$ cat src/rtl/depp_pkg.sv
// Shared definitions for the DEPP host: FSM state encoding and the
// command-type codes presented on i_cmd_type.
package depp_pkg;

    typedef enum logic [1:0] {
        ST_IDLE    = 2'd0,
        ST_SETUP   = 2'd1,
        ST_STROBE  = 2'd2,
        ST_RELEASE = 2'd3
    } depp_state_t;

    // Bit 1 selects read, bit 0 selects the data strobe.
    localparam logic [1:0] CMD_AWR = 2'b00;
    localparam logic [1:0] CMD_DWR = 2'b01;
    localparam logic [1:0] CMD_ARD = 2'b10;
    localparam logic [1:0] CMD_DRD = 2'b11;

    function automatic logic cmd_is_read(input logic [1:0] cmd_type);
        return cmd_type[1];
    endfunction

    function automatic logic cmd_is_data(input logic [1:0] cmd_type);
        return cmd_type[0];
    endfunction

endpackage

$ cat src/rtl/depp_sync.sv
// Two-flop synchronizer for a single asynchronous level (the DEPP wait line).
module depp_sync (
    input  logic clk,
    input  logic rst,
    input  logic d,
    output logic q
);

    logic [1:0] sync_reg;

    // Shift the async level through two flops; reset clears both.
    always_ff @(posedge clk or posedge rst) begin
        if (rst) begin
            sync_reg <= 2'b00;
        end else begin
            sync_reg <= {sync_reg[0], d};
        end
    end

    assign q = sync_reg[1];

endmodule

$ cat src/rtl/depp_host.sv
// DEPP host master: turns single-byte address/data read/write commands into
// DEPP bus cycles (setup, strobe until wait rises, release until wait falls).
// Optional feature: define DEPP_HOST_TIMEOUT_EN to bound the time spent in
// STROBE and RELEASE by TIMEOUT_CYCLES; otherwise the host waits forever.
module depp_host
    import depp_pkg::*;
#(
    parameter int SETUP_CYCLES   = 2,
    parameter int TIMEOUT_CYCLES = 255
) (
    input  logic       i_clk,
    input  logic       i_rst,
    input  logic       i_cmd_stb,
    input  logic [1:0] i_cmd_type,
    input  logic [7:0] i_cmd_data,
    output logic       o_cmd_busy,
    output logic       o_rsp_stb,
    output logic [7:0] o_rsp_data,
    output logic       o_rsp_timeout,
    output logic       o_astb_n,
    output logic       o_dstb_n,
    output logic       o_write_n,
    output logic [7:0] o_depp,
    output logic       o_depp_oe,
    input  logic [7:0] i_depp,
    input  logic       i_wait
);

    // Last count value of the setup phase (SETUP_CYCLES is at least 1).
    localparam logic [7:0] SETUP_LAST = 8'(SETUP_CYCLES - 1);

    depp_state_t state_reg;
    logic [1:0]  type_reg;
    logic [7:0]  setup_cnt_reg;
    logic        wait_s;

`ifdef DEPP_HOST_TIMEOUT_EN
    // Abort fires on the TIMEOUT_CYCLES-th cycle spent in STROBE or RELEASE.
    localparam logic [7:0] TIMEOUT_LAST = 8'(TIMEOUT_CYCLES - 1);
    logic [7:0] wait_cnt_reg;
`endif

    depp_sync u_sync (
        .clk (i_clk),
        .rst (i_rst),
        .d   (i_wait),
        .q   (wait_s)
    );

    assign o_cmd_busy = (state_reg != ST_IDLE);

    // Bus-cycle sequencer; all bus and response outputs are registered here so
    // strobes can never glitch and reset releases them immediately.
    always_ff @(posedge i_clk or posedge i_rst) begin
        if (i_rst) begin
            state_reg     <= ST_IDLE;
            type_reg      <= CMD_AWR;
            setup_cnt_reg <= 8'd0;
            o_astb_n      <= 1'b1;
            o_dstb_n      <= 1'b1;
            o_write_n     <= 1'b1;
            o_depp        <= 8'd0;
            o_depp_oe     <= 1'b0;
            o_rsp_stb     <= 1'b0;
            o_rsp_data    <= 8'd0;
`ifdef DEPP_HOST_TIMEOUT_EN
            o_rsp_timeout <= 1'b0;
            wait_cnt_reg  <= 8'd0;
`endif
        end else begin
            o_rsp_stb <= 1'b0;
            case (state_reg)
                ST_IDLE: begin
                    // Commands are only looked at here, so requests while busy drop.
                    if (i_cmd_stb) begin
                        type_reg      <= i_cmd_type;
                        o_write_n     <= cmd_is_read(i_cmd_type);
                        o_depp        <= i_cmd_data;
                        o_depp_oe     <= ~cmd_is_read(i_cmd_type);
                        o_rsp_data    <= 8'd0;
                        setup_cnt_reg <= 8'd0;
                        state_reg     <= ST_SETUP;
                    end
                end

                ST_SETUP: begin
                    // Direction and data have been stable since accept; strobe now.
                    if (setup_cnt_reg == SETUP_LAST) begin
                        if (cmd_is_data(type_reg)) begin
                            o_dstb_n <= 1'b0;
                        end else begin
                            o_astb_n <= 1'b0;
                        end
`ifdef DEPP_HOST_TIMEOUT_EN
                        wait_cnt_reg <= 8'd0;
`endif
                        state_reg <= ST_STROBE;
                    end else begin
                        setup_cnt_reg <= setup_cnt_reg + 8'd1;
                    end
                end

                ST_STROBE: begin
                    // Peripheral acknowledged: sample read data and end the strobe.
                    if (wait_s) begin
                        if (cmd_is_read(type_reg)) begin
                            o_rsp_data <= i_depp;
                        end
                        o_astb_n  <= 1'b1;
                        o_dstb_n  <= 1'b1;
`ifdef DEPP_HOST_TIMEOUT_EN
                        wait_cnt_reg <= 8'd0;
`endif
                        state_reg <= ST_RELEASE;
                    end
`ifdef DEPP_HOST_TIMEOUT_EN
                    else if (wait_cnt_reg == TIMEOUT_LAST) begin
                        o_astb_n      <= 1'b1;
                        o_dstb_n      <= 1'b1;
                        o_depp_oe     <= 1'b0;
                        o_write_n     <= 1'b1;
                        o_rsp_data    <= 8'd0;
                        o_rsp_timeout <= 1'b1;
                        o_rsp_stb     <= 1'b1;
                        state_reg     <= ST_IDLE;
                    end else begin
                        wait_cnt_reg <= wait_cnt_reg + 8'd1;
                    end
`endif
                end

                ST_RELEASE: begin
                    // Handshake closes once the peripheral drops wait.
                    if (!wait_s) begin
                        o_depp_oe <= 1'b0;
                        o_write_n <= 1'b1;
                        o_rsp_stb <= 1'b1;
`ifdef DEPP_HOST_TIMEOUT_EN
                        o_rsp_timeout <= 1'b0;
`endif
                        state_reg <= ST_IDLE;
                    end
`ifdef DEPP_HOST_TIMEOUT_EN
                    else if (wait_cnt_reg == TIMEOUT_LAST) begin
                        o_depp_oe     <= 1'b0;
                        o_write_n     <= 1'b1;
                        o_rsp_data    <= 8'd0;
                        o_rsp_timeout <= 1'b1;
                        o_rsp_stb     <= 1'b1;
                        state_reg     <= ST_IDLE;
                    end else begin
                        wait_cnt_reg <= wait_cnt_reg + 8'd1;
                    end
`endif
                end

                default: begin
                    state_reg <= ST_IDLE;
                end
            endcase
        end
    end

`ifndef DEPP_HOST_TIMEOUT_EN
    // Without the timeout feature a completion can never be a timeout.
    assign o_rsp_timeout = 1'b0;
`endif

endmodule

$ cat config.mk
export PLATFORM = sky130hd
export DESIGN_NAME = depp_host
export DESIGN_NICKNAME = d
export VERILOG_FILES = /design/src/rtl/depp_pkg.sv /design/src/rtl/depp_sync.sv /design/src/rtl/depp_host.sv
export SDC_FILE = /design/constraint.sdc
export NUM_CORES = 1
export LEC_CHECK = 0
export ABC_AREA = 1
export ABC_CLOCK_PERIOD_IN_PS = 2140
export BUFFER_PORTS_ARGS = -buffer_cell sky130_fd_sc_hd__buf_2
export CAP_MARGIN = 10
export CORE_MARGIN = 10
export CORE_UTILIZATION = 50
export CTS_CLUSTER_SIZE = 25
export DETAILED_ROUTE_END_ITERATION = 8
export HOLD_SLACK_MARGIN = 0.08
export PLACE_DENSITY = 0.76
export SYNTH_ARGS = -nofsm -noshare
export SYNTH_HDL_FRONTEND = slang
export SYNTH_SLANG_ARGS = --single-unit
$ cat constraint.sdc
create_clock -name i_clk -period 2.14 [get_ports i_clk]
set_input_delay 0.321 -clock i_clk [delete_from_list [all_inputs] [get_ports i_clk]]
set_output_delay 0.321 -clock i_clk [all_outputs]
set_load 0.01 [all_outputs]
Yosys cells after proc, flatten, opt, wreduce, memory -nomap -nowiden
Index checks and enable logic that the tools add are counted.
{ "classes": {"n_addsub": 1, "n_eq_ne": 12, "muxes": 26, "n_bitwise": 1, "n_reduce_logical": 13} }
{ "ops": {"columns": ["op", "n"], "rows": [
  ["2-to-1 mux 8 bit", 4],
  ["case mux 8 bit (2 select lines)", 2],
  ["AND reduction 4 bit", 4],
  ["inequality test 2 bit (second input constant)", 7],
  ["2-to-1 mux 1 bit", 11],
  ["nonzero test 2 bit", 5],
  ["adder 8 x 1 -> 8 bit (second input constant)", 1],
  ["equality test 8 x 1 -> 1 bit (second input constant)", 1],
  ["2-to-1 mux 2 bit", 4],
  ["case mux 1 bit (2 select lines)", 4],
  ["case mux 2 bit (4 select lines)", 1],
  ["AND reduction 3 bit", 2],
  ["equality test 2 bit (second input constant)", 2],
  ["equality test 2 x 1 -> 1 bit (second input constant)", 1],
  ["zero test 2 bit", 1],
  ["inequality test 2 x 1 -> 1 bit (second input constant)", 1],
  ["AND reduction 2 bit", 1],
  ["inverter 1 bit", 1]
]} }
{ "word_totals": {"reg_bits": 35, "in_bits": 22, "output_inout_bits": 23, "wordCells": 64} }

Depth between registers and ports, before layout
Gate-level depths: netlist of run 1.
{ "depth": {"depth_word": 3, "ltp_mapped": 9, "ltp_nobuf": 9} }

Hierarchy
From an unflattened synthesis of run 1, not the netlist that was laid out.
{ "unflattened": {"cells_unflattened": 185, "hier_area_um2": 1711.6} }
{ "modules_own_cells": {"columns": ["module", "instances", "cells_each", "area_per_inst_um2", "seq_area_each_um2"], "rows": [
  ["depp_host", 1, 182, 1657.8, 829.5],
  ["depp_sync", 1, 3, 53.8, 50.0]
]} }

Worst setup path after synthesis of run 1
Ideal clock, no wire load.
{ "synth_timing": {"kind": "flip-flop to flip-flop", "start": "register state_reg[0]", "end": "register o_rsp_data[4]", "setup_ps": 117, "arrival_time_ps": 1283, "t_required_ps": 2023, "slack_ps": 740, "stages_incl_launch_ff": 10, "path_buffers": 1, "synth_period_minus_slack_ps": 1400, "path_cell_list": "dfrtp_1 inv_1 ha_1 inv_2 nor2_4 nor2_2 o211ai_4 buf_6 nand2_2 o21ai_2"} }
{ "synth_between": {"elab_chain_len": 3, "elab_cells_between_ends": 8, "cone_classes": "eq/ne: 4; mux: 1; reduce/logical: 3"} }
{ "synth_rtl": {"columns": ["element", "line", "source"], "rows": [
  ["start: declaration", "depp_host.sv:32", "depp_state_t state_reg;"],
  ["start signal: assignment", "depp_host.sv:56", "state_reg <= ST_IDLE;"],
  ["start signal: assignment", "depp_host.sv:82", "state_reg <= ST_SETUP;"],
  ["start signal: assignment", "depp_host.sv:97", "state_reg <= ST_STROBE;"],
  ["equality test 2 bit or zero test 2 bit (tied branches)", "depp_host.sv:72", "case (state_reg)"],
  ["inequality test 2 x 1 -> 1 bit (no line) (tied with other cells)", null, null],
  ["AND reduction 4 bit (no line)", null, null],
  ["end signal: assignment", "depp_host.sv:107", "o_rsp_data <= i_depp;"],
  ["end: declaration", "depp_host.sv:18", "output logic [7:0] o_rsp_data,"]
]} }
Several ways; a longest one is shown, not always the timed one.
A chain may end at the register's enable or synchronous reset.

Worst setup path after layout of run 1
{ "layout_timing": {"start": "register state_reg[0]", "end": "register o_rsp_data[5]"} }
Same word-level chain as after synthesis.

==> key figures, run 1 <==
Power and ir drop
  – Switching Fraction: 0.420
  – Int Pwr: 1610 µW
  – P_sw: 1170 µW
  – VDD IR max: 765 µV
  – Pwr dens: 1360 nW/µm²
  – Leakage: 0.00105 µW
  – Clock share of power: 0.130
  – Comb pwr share: 0.480
  – Share of total power in sequential cells: 0.390

Yosys
  – EDFF count, synth: 0
  – Ys async rst share: 1.00
  – Avg Cell Area, Syn: 9.35 µm²
  – Cells after Synth: 183
  – Post-synth design cell area: 1710 µm²
  – Seq/Total Area, Yosys: 0.514
  – Ys flop type: dfrtp_1
  – Yosys cell types: 25
  – Synth Net Count: 211
  – Synthesized flop and latch total: 35
  – Syn. warnings: 0

Die
  – Die Y: 78.5 µm
  – I/O pins: 45
  – Die Wd: 78.5 µm
  – Total die area: 6160 µm²
  – Initial core utilization: 0.517
  – Core Box Area: 3310 µm²
  – FP Rows: 21

Drt
  – # DRC: 0
  – DR WL/cell: 12.4 µm
  – WL final: 3.46 mm
  – Vias per inst: 4.76
  – First-pass DRT Iterations: 6
  – DRT iter0 DRCs: 41
  – Via count: 1,327
  – Post-DRT Antenna Nets: 0

Place
  – Placed Cells: 270
  – Port buffer count: 43
  – Setup WS pre-CTS: 0.502 ns
  – DP Wirelength: 2.70 mm
  – Routability Congestion: 0.861

STA
  – Number of hold violations in the final report: 0
  – Hold slack: 0.217 ns
  – Slew Viols, Final: 0
  – Final Skew: 0.00900 ns
  – Worst Tran Pin Value: 0.552 ns
  – RSZ-0062 raised after global routing: no
  – Setup TNS: 0 ns
  – # setup viols final: 0
  – Final min period: 1.65 ns
  – Tcrit/Tclk final: 0.773
  – Final worst slack: 0.486 ns
  – Max Clk Rate: 0.605 GHz
  – Rel. slew slack: 0.630

Setup path
  – Setup Crit Path Kind: register to register
  – Buf/Inv on CP: 2
  – CP Launch Type: register
  – Slowest stage delay, CP: 0.47 ns
  – Crit-path leading delay family: compound AO/OA/AOI/OAI gates
  – Setup crit end kind: register
  – Arr. time, crit path: 1.91 ns
  – Max FO, Critical Path: 16
  – CP Cell Sequence: inv_1 -> ha_1 -> inv_2 -> o211ai_4 -> nand2_1 -> o21ai_2
  – Critical Path RT: 2.40 ns
  – Slowest cell on the critical path: o211ai_4

Finish
  – Diode count: 0
  – Area growth syn-to-layout: 19.7%
  – Nets: 261
  – Non-filler cells, final: 279
  – Layout cells sized above 1: 0.356
  – Fillers: 306
  – Core Util, Final: 0.619

CTS
  – CTS buffer count: 5
  – Clk buf depth: 2
  – Clock sink total: 35
  – Hold-fix buffers at CTS: 1
  – Clock latency on the worst-skew pair: 0.33 ns
  – Post-CTS sizing: 0
  – CTS tree: yes
  – H-Tree Depth: 2
  – Register clock-pin slew on the reported worst setup and hold paths: 0.10 ns
  – Root Buffer: clkbuf_4
  – Setup bufs post-CTS: 0

Outcome
  – Outcome: finished clean

Global route
  – GRT Total Usage: 0.118
  – Overflow after GRT: 0
  – First-pass GRT wire length: 5.92 mm
  – Vias in the first global route: 1,406
  – Initial antenna violation count: 0
  – Largest net degree at the start of global routing: 36

Hold path
  – Worst hold-check path type: primary input to register

Flow run
  – MaxCap Viol Count: 0
-- power groups by stage --
stage / logic, µW / registers [µW] / clock network, µW
finish: 1330 / 1080 / 360
global route: 1510 / 1110 / 396
CTS: 1360 / 1080 / 374
detailed placement: 1360 / 1090 / 0
global placement: 1330 / 1090 / 0
floorplan: 879 / 1170 / 0
-- cell type report --
class | instances | area (µm²) | share of cell area
flip-flops and latches | 35 | 880 | 0.429
inverters | 21 | 78.8 | 0.0385
clock buffers | 6 | 51.3 | 0.0250
clock inverters | 1 | 5.00 | 0.00244
multi-input cells | 123 | 726 | 0.354
well taps | 46 | 57.6 | 0.0281
repair buffers | 47 | 250 | 0.122
-- per-layer routing --
metal	vias to the layer above	GRT usage	share of wire
li1	678	-	-
met1	608	0.117	0.43
met2	35	0.197	0.45
met3	6	0.0718	0.10
met4	0	0.0430	0.015
met5	-	0	0
-- path summary, 6_finish.rpt --
check / startpoint / end / slack [ns] / cells after the start
max: state_reg[0] / o_rsp_data[5] / 0.49 / 6
min in group asynchronous: i_rst / setup_cnt_reg[4] / 0.62 / 4
min: i_cmd_data[3] / o_depp[3] / 0.22 / 2
min reg2reg: u_sync.sync_reg[0] / u_sync.sync_reg[1] / 0.36 / 0
max in group asynchronous: i_rst / o_dstb_n / 1.19 / 4
max reg2reg: state_reg[0] / o_rsp_data[5] / 0.49 / 6
-- cells in the mapped netlist, types with 3 or more instances --
cell type | instances | area (µm²)
nor2_1 | 8 | 30.0
o21ai_2 | 8 | 70.1
mux2_2 | 9 | 101
inv_2 | 4 | 15.0
a21oi_1 | 3 | 15.0
inv_1 | 17 | 63.8
dfrtp_1 | 32 | 801
nand3_1 | 8 | 40.0
nand2_1 | 54 | 203
ha_1 | 6 | 75.1
nand2_2 | 3 | 18.8
o21ai_0 | 8 | 40.0
xor2_1 | 4 | 35.0
dfstp_2 | 3 | 78.8
nand4_1 | 3 | 18.8
-- worst reg2reg max path: cells and delay by family (launching register included) --
kind                       cells  cell delay, ns
adders and majority gates      1            0.27
DFF                            1            0.42
AOI/OAI and AO/OA              2            0.55
buffers and inverters          2            0.20
and+or+nand+nor                1            0.13
-- kinds of logic (layout without fill, tap and decap cells) --
logic type / count (synthesis) / after routing / synth area share
compound gates: 24 / 24 / 0.100
xor+xnor: 4 / 4 / 0.0205
fa+ha+maj: 6 / 6 / 0.0439
buf+inv: 25 / 75 / 0.0621
flops: 35 / 35 / 0.514
mux: 9 / 9 / 0.0592
other cells: 1 / 1 / 0.00219
simple gates: 79 / 79 / 0.198
-- through the flow --
stage               cell area, µm²  total power, µW
global route                  2050             3020
global placement              1970             2410
finish                        2050             2780
detailed placement            1970             2450
floorplan                     1710             2050
CTS                           2040             2820
-- cell usage in the layout (no fill, tap or decap), drive strengths merged --
cell,Yosys,layout
dfrtp,32,32
nand3,8,8
buf,3,45
xor2,4,4
nand4,3,3
clkbuf,1,6
inv,21,21
a21oi,3,3
ha,6,6
o21a,2,2
o211ai,1,1
nand2,57,57
conb,1,1
o21ai,18,18
dlygate4sd3,0,2
clkinv,0,1
mux2,9,9
dfstp,3,3
nor2,11,11
Note: power is estimated with default switching activity, not from simulation.
==> inputs of run 2 (changes only) <==
--- a/config.mk
+++ b/config.mk
@@ -6,7 +6,7 @@
 export NUM_CORES = 1
 export LEC_CHECK = 0
 export ABC_AREA = 1
-export ABC_CLOCK_PERIOD_IN_PS = 2140
+export ABC_CLOCK_PERIOD_IN_PS = 1600
 export BUFFER_PORTS_ARGS = -buffer_cell sky130_fd_sc_hd__buf_2
 export CAP_MARGIN = 10
 export CORE_MARGIN = 10
==> constraint.sdc (replaced) <==
create_clock -name i_clk -period 1.6 [get_ports i_clk]
set_input_delay 0.24 -clock i_clk [delete_from_list [all_inputs] [get_ports i_clk]]
set_output_delay 0.24 -clock i_clk [all_outputs]
set_load 0.01 [all_outputs]
==> run 2 against run 1 <==
Die area unchanged. Clock skew down 0.0019 ns. Cell count increased by 1.4%. Flip-flop and latch count did not move. Sequential power rose by 34%. Clock power is 34% higher. Sequential share of layout area is 0.82 points lower. Register-to-register slack got worse by 0.40 ns. Largest cell class unchanged.
==> key figures, run 2 (synthesized netlist as in run 1, its figures left out) <==
Setup path
  – Slowest cell on the critical path: dfrtp_1 (was o211ai_4)
  – Levels on crit path: 4 (was 6)
  – Setup Crit Path Kind: register to output port (was register to register)
  – CP Launch Type: register (unchanged)
  – Slowest stage delay, CP: 0.43 ns (was 0.47 ns)
  – Buf/Inv on CP: 3 (was 2)
  – Arr. time, crit path: 1.32 ns (was 1.91 ns)
  – Critical Path RT: 1.36 ns (was 2.40 ns)
  – Setup crit end kind: output port (was register)
  – Crit-path leading delay family: flip-flops (was compound AO/OA/AOI/OAI gates)
  – Max FO, Critical Path: 4 (was 16)
  – Reg2Reg Depth: 9 (was 6)
  – CP Cell Sequence: inv_1 -> ha_2 -> inv_2 -> buf_2 (was inv_1 -> ha_1 -> inv_2 -> o211ai_4 -> nand2_1 -> o21ai_2)

Global route
  – Largest net degree at the start of global routing: 36 (unchanged)
  – Initial antenna violation count: 0 (unchanged)
  – Vias in the first global route: 1,406 (unchanged)
  – First-pass GRT wire length: 6.22 mm (was 5.92 mm)
  – Overflow after GRT: 0 (unchanged)
  – GRT Total Usage: 0.122 (was 0.118)

Power and ir drop
  – Int Pwr: 2240 µW (was 1610 µW)
  – VDD IR max: 1080 µV (was 765 µV)
  – Leakage: 0.00107 µW (was 0.00105 µW)
  – Switching Fraction: 0.424 (was 0.420)
  – Clock share of power: 0.124 (was 0.130)
  – Comb pwr share: 0.502 (was 0.480)
  – Share of total power in sequential cells: 0.374 (was 0.390)
  – P_sw: 1640 µW (was 1170 µW)
  – Pwr dens: 1860 nW/µm² (was 1360 nW/µm²)

Place
  – Placed Cells: 271 (was 270)
  – Setup WS pre-CTS: 0.0111 ns (was 0.502 ns)
  – Port buffer count: 43 (unchanged)
  – Routability Congestion: 0.830 (was 0.861)
  – DP Wirelength: 2.70 mm (about the same)

Finish
  – Fillers: 316 (was 306)
  – Commonest non-fill, non-tap cells in the layout: nand2_1 (53), buf_2 (43), dfrtp_1 (32), inv_1 (17), mux2_2 (9) (was nand2_1 (54), buf_2 (43), dfrtp_1 (32), inv_1 (17), mux2_2 (9))
  – Diode count: 0 (unchanged)
  – Most common cell after layout, fill and taps aside: nand2_1 (unchanged)
  – Area growth syn-to-layout: 22.0% (was 19.7%)
  – Nets: 264 (was 261)
  – Non-filler cells, final: 283 (was 279)
  – Layout cells sized above 1: 0.376 (was 0.356)

Drt
  – DRT iter0 DRCs: 37 (was 41)
  – DR WL/cell: 12.8 µm (was 12.4 µm)
  – # DRC: 0 (unchanged)
  – Post-DRT Antenna Nets: 0 (unchanged)
  – Vias per inst: 4.71 (was 4.76)
  – Via count: 1,333 (was 1,327)
  – First-pass DRT Iterations: 4 (was 6)
  – WL final: 3.62 mm (was 3.46 mm)

CTS
  – Clock sink total: 35 (unchanged)
  – H-Tree Depth: 2 (unchanged)
  – CTS buffer count: 5 (unchanged)
  – Clk buf depth: 2 (unchanged)
  – Register clock-pin slew on the reported worst setup and hold paths: 0.11 ns (was 0.10 ns)
  – CTS tree: yes (unchanged)
  – Root Buffer: clkbuf_4 (unchanged)
  – Clock latency on the worst-skew pair: 0.35 ns (was 0.33 ns)

Die
  – Initial core utilization: 0.517 (unchanged)
  – FP Rows: 21 (unchanged)
  – Die Y: 78.5 µm (unchanged)
  – Die Wd: 78.5 µm (unchanged)
  – I/O pins: 45 (unchanged)
  – Total die area: 6160 µm² (unchanged)
  – Core Box Area: 3310 µm² (unchanged)

STA
  – Final Skew: 0.00712 ns (was 0.00900 ns)
  – RSZ-0062 raised after global routing: yes (was no)
  – # setup viols final: 0 (unchanged)
  – Number of hold violations in the final report: 0 (unchanged)
  – Max Clk Rate: 0.642 GHz
  – Slew Viols, Final: 0 (unchanged)
  – Final worst slack: 0.0413 ns (was 0.486 ns)
  – Tcrit/Tclk final: 0.974
  – Final min period: 1.56 ns
  – Setup TNS: 0 ns (unchanged)
  – Hold slack: 0.110 ns (was 0.217 ns)

Outcome
  – Outcome: finished clean (unchanged)

Flow run
  – MaxCap Viol Count: 0 (unchanged)

Hold path
  – Worst hold-check path type: primary input to register (unchanged)
  – Hold Path Depth: 2 (unchanged)
[run 2: cell types whose count changed in the layout (fill, tap and decap cells not counted), sizes merged]
cell / change
clkinvlp: +1
buf: +3
[run 2: metal layers]
| layer | vias to the layer above | global-route usage | routed length [µm] | share of wire |
|---|---|---|---|---|
| met4 | 0 | 0.0376 | 53 | 0.015 |
| met5 | - | 0 | 0 | 0 |
| met1 | 609 | 0.135 | 1560 | 0.43 |
| met3 | 6 | 0.0706 | 342 | 0.095 |
| li1 | 683 | - | - | - |
| met2 | 35 | 0.196 | 1660 | 0.46 |
[run 2: cell type report]
| type | instances | area, µm² | share of cell area |
|---|---|---|---|
| Timing Repair Buffer | 50 | 285 | 0.137 |
| Clock inverter | 2 | 12.5 | 0.00599 |
| Multi-Input combinational cell | 123 | 733 | 0.351 |
| Sequential cell | 35 | 880 | 0.421 |
| Tap cell | 46 | 57.6 | 0.0276 |
| Inverter | 21 | 78.8 | 0.0377 |
| Clock buffer | 6 | 41.3 | 0.0198 |
[run 2: repair_timing]
item,4_1_cts,5_1_grt
pin swaps,1,1
endpoints found under the hold margin,33,0
setup endpoints to repair,8,15
setup buffers,1,1
gates resized for setup,2,1
hold buffers,2,0
[run 2: final timing paths]
| check | slack (ns) | to | start |
|---|---|---|---|
| setup / recovery | 0.04 | o_cmd_busy | state_reg[1] |
| hold / removal | 0.11 | o_depp[3] | i_cmd_data[3] |
| setup reg to reg | 0.09 | o_rsp_data[5] | state_reg[0] |
| hold reg to reg | 0.36 | u_sync.sync_reg[1] | u_sync.sync_reg[0] |
| max in group asynchronous | 0.75 | o_write_n | i_rst |
| min in group asynchronous | 0.51 | setup_cnt_reg[3] | i_rst |
[run 2: power by group through the flow]
| stage | logic (µW) | clock network (µW) | registers [µW] |
|---|---|---|---|
| final | 1950 | 482 | 1450 |
| after detailed placement | 1830 | 0 | 1470 |
| after global placement | 1790 | 0 | 1450 |
| after CTS | 1950 | 492 | 1450 |
| after floorplan | 1180 | 0 | 1570 |
| after global routing | 2180 | 527 | 1490 |
[run 2: metrics by stage]
stage                util  total power (µW)  instance area (µm²)
floorplan               -              2740                 1710
global placement    0.598              3240                 1980
detailed placement  0.598              3290                 1980
CTS                 0.628              3890                 2080
global route        0.631              4200                 2090
finish              0.631              3880                 2090
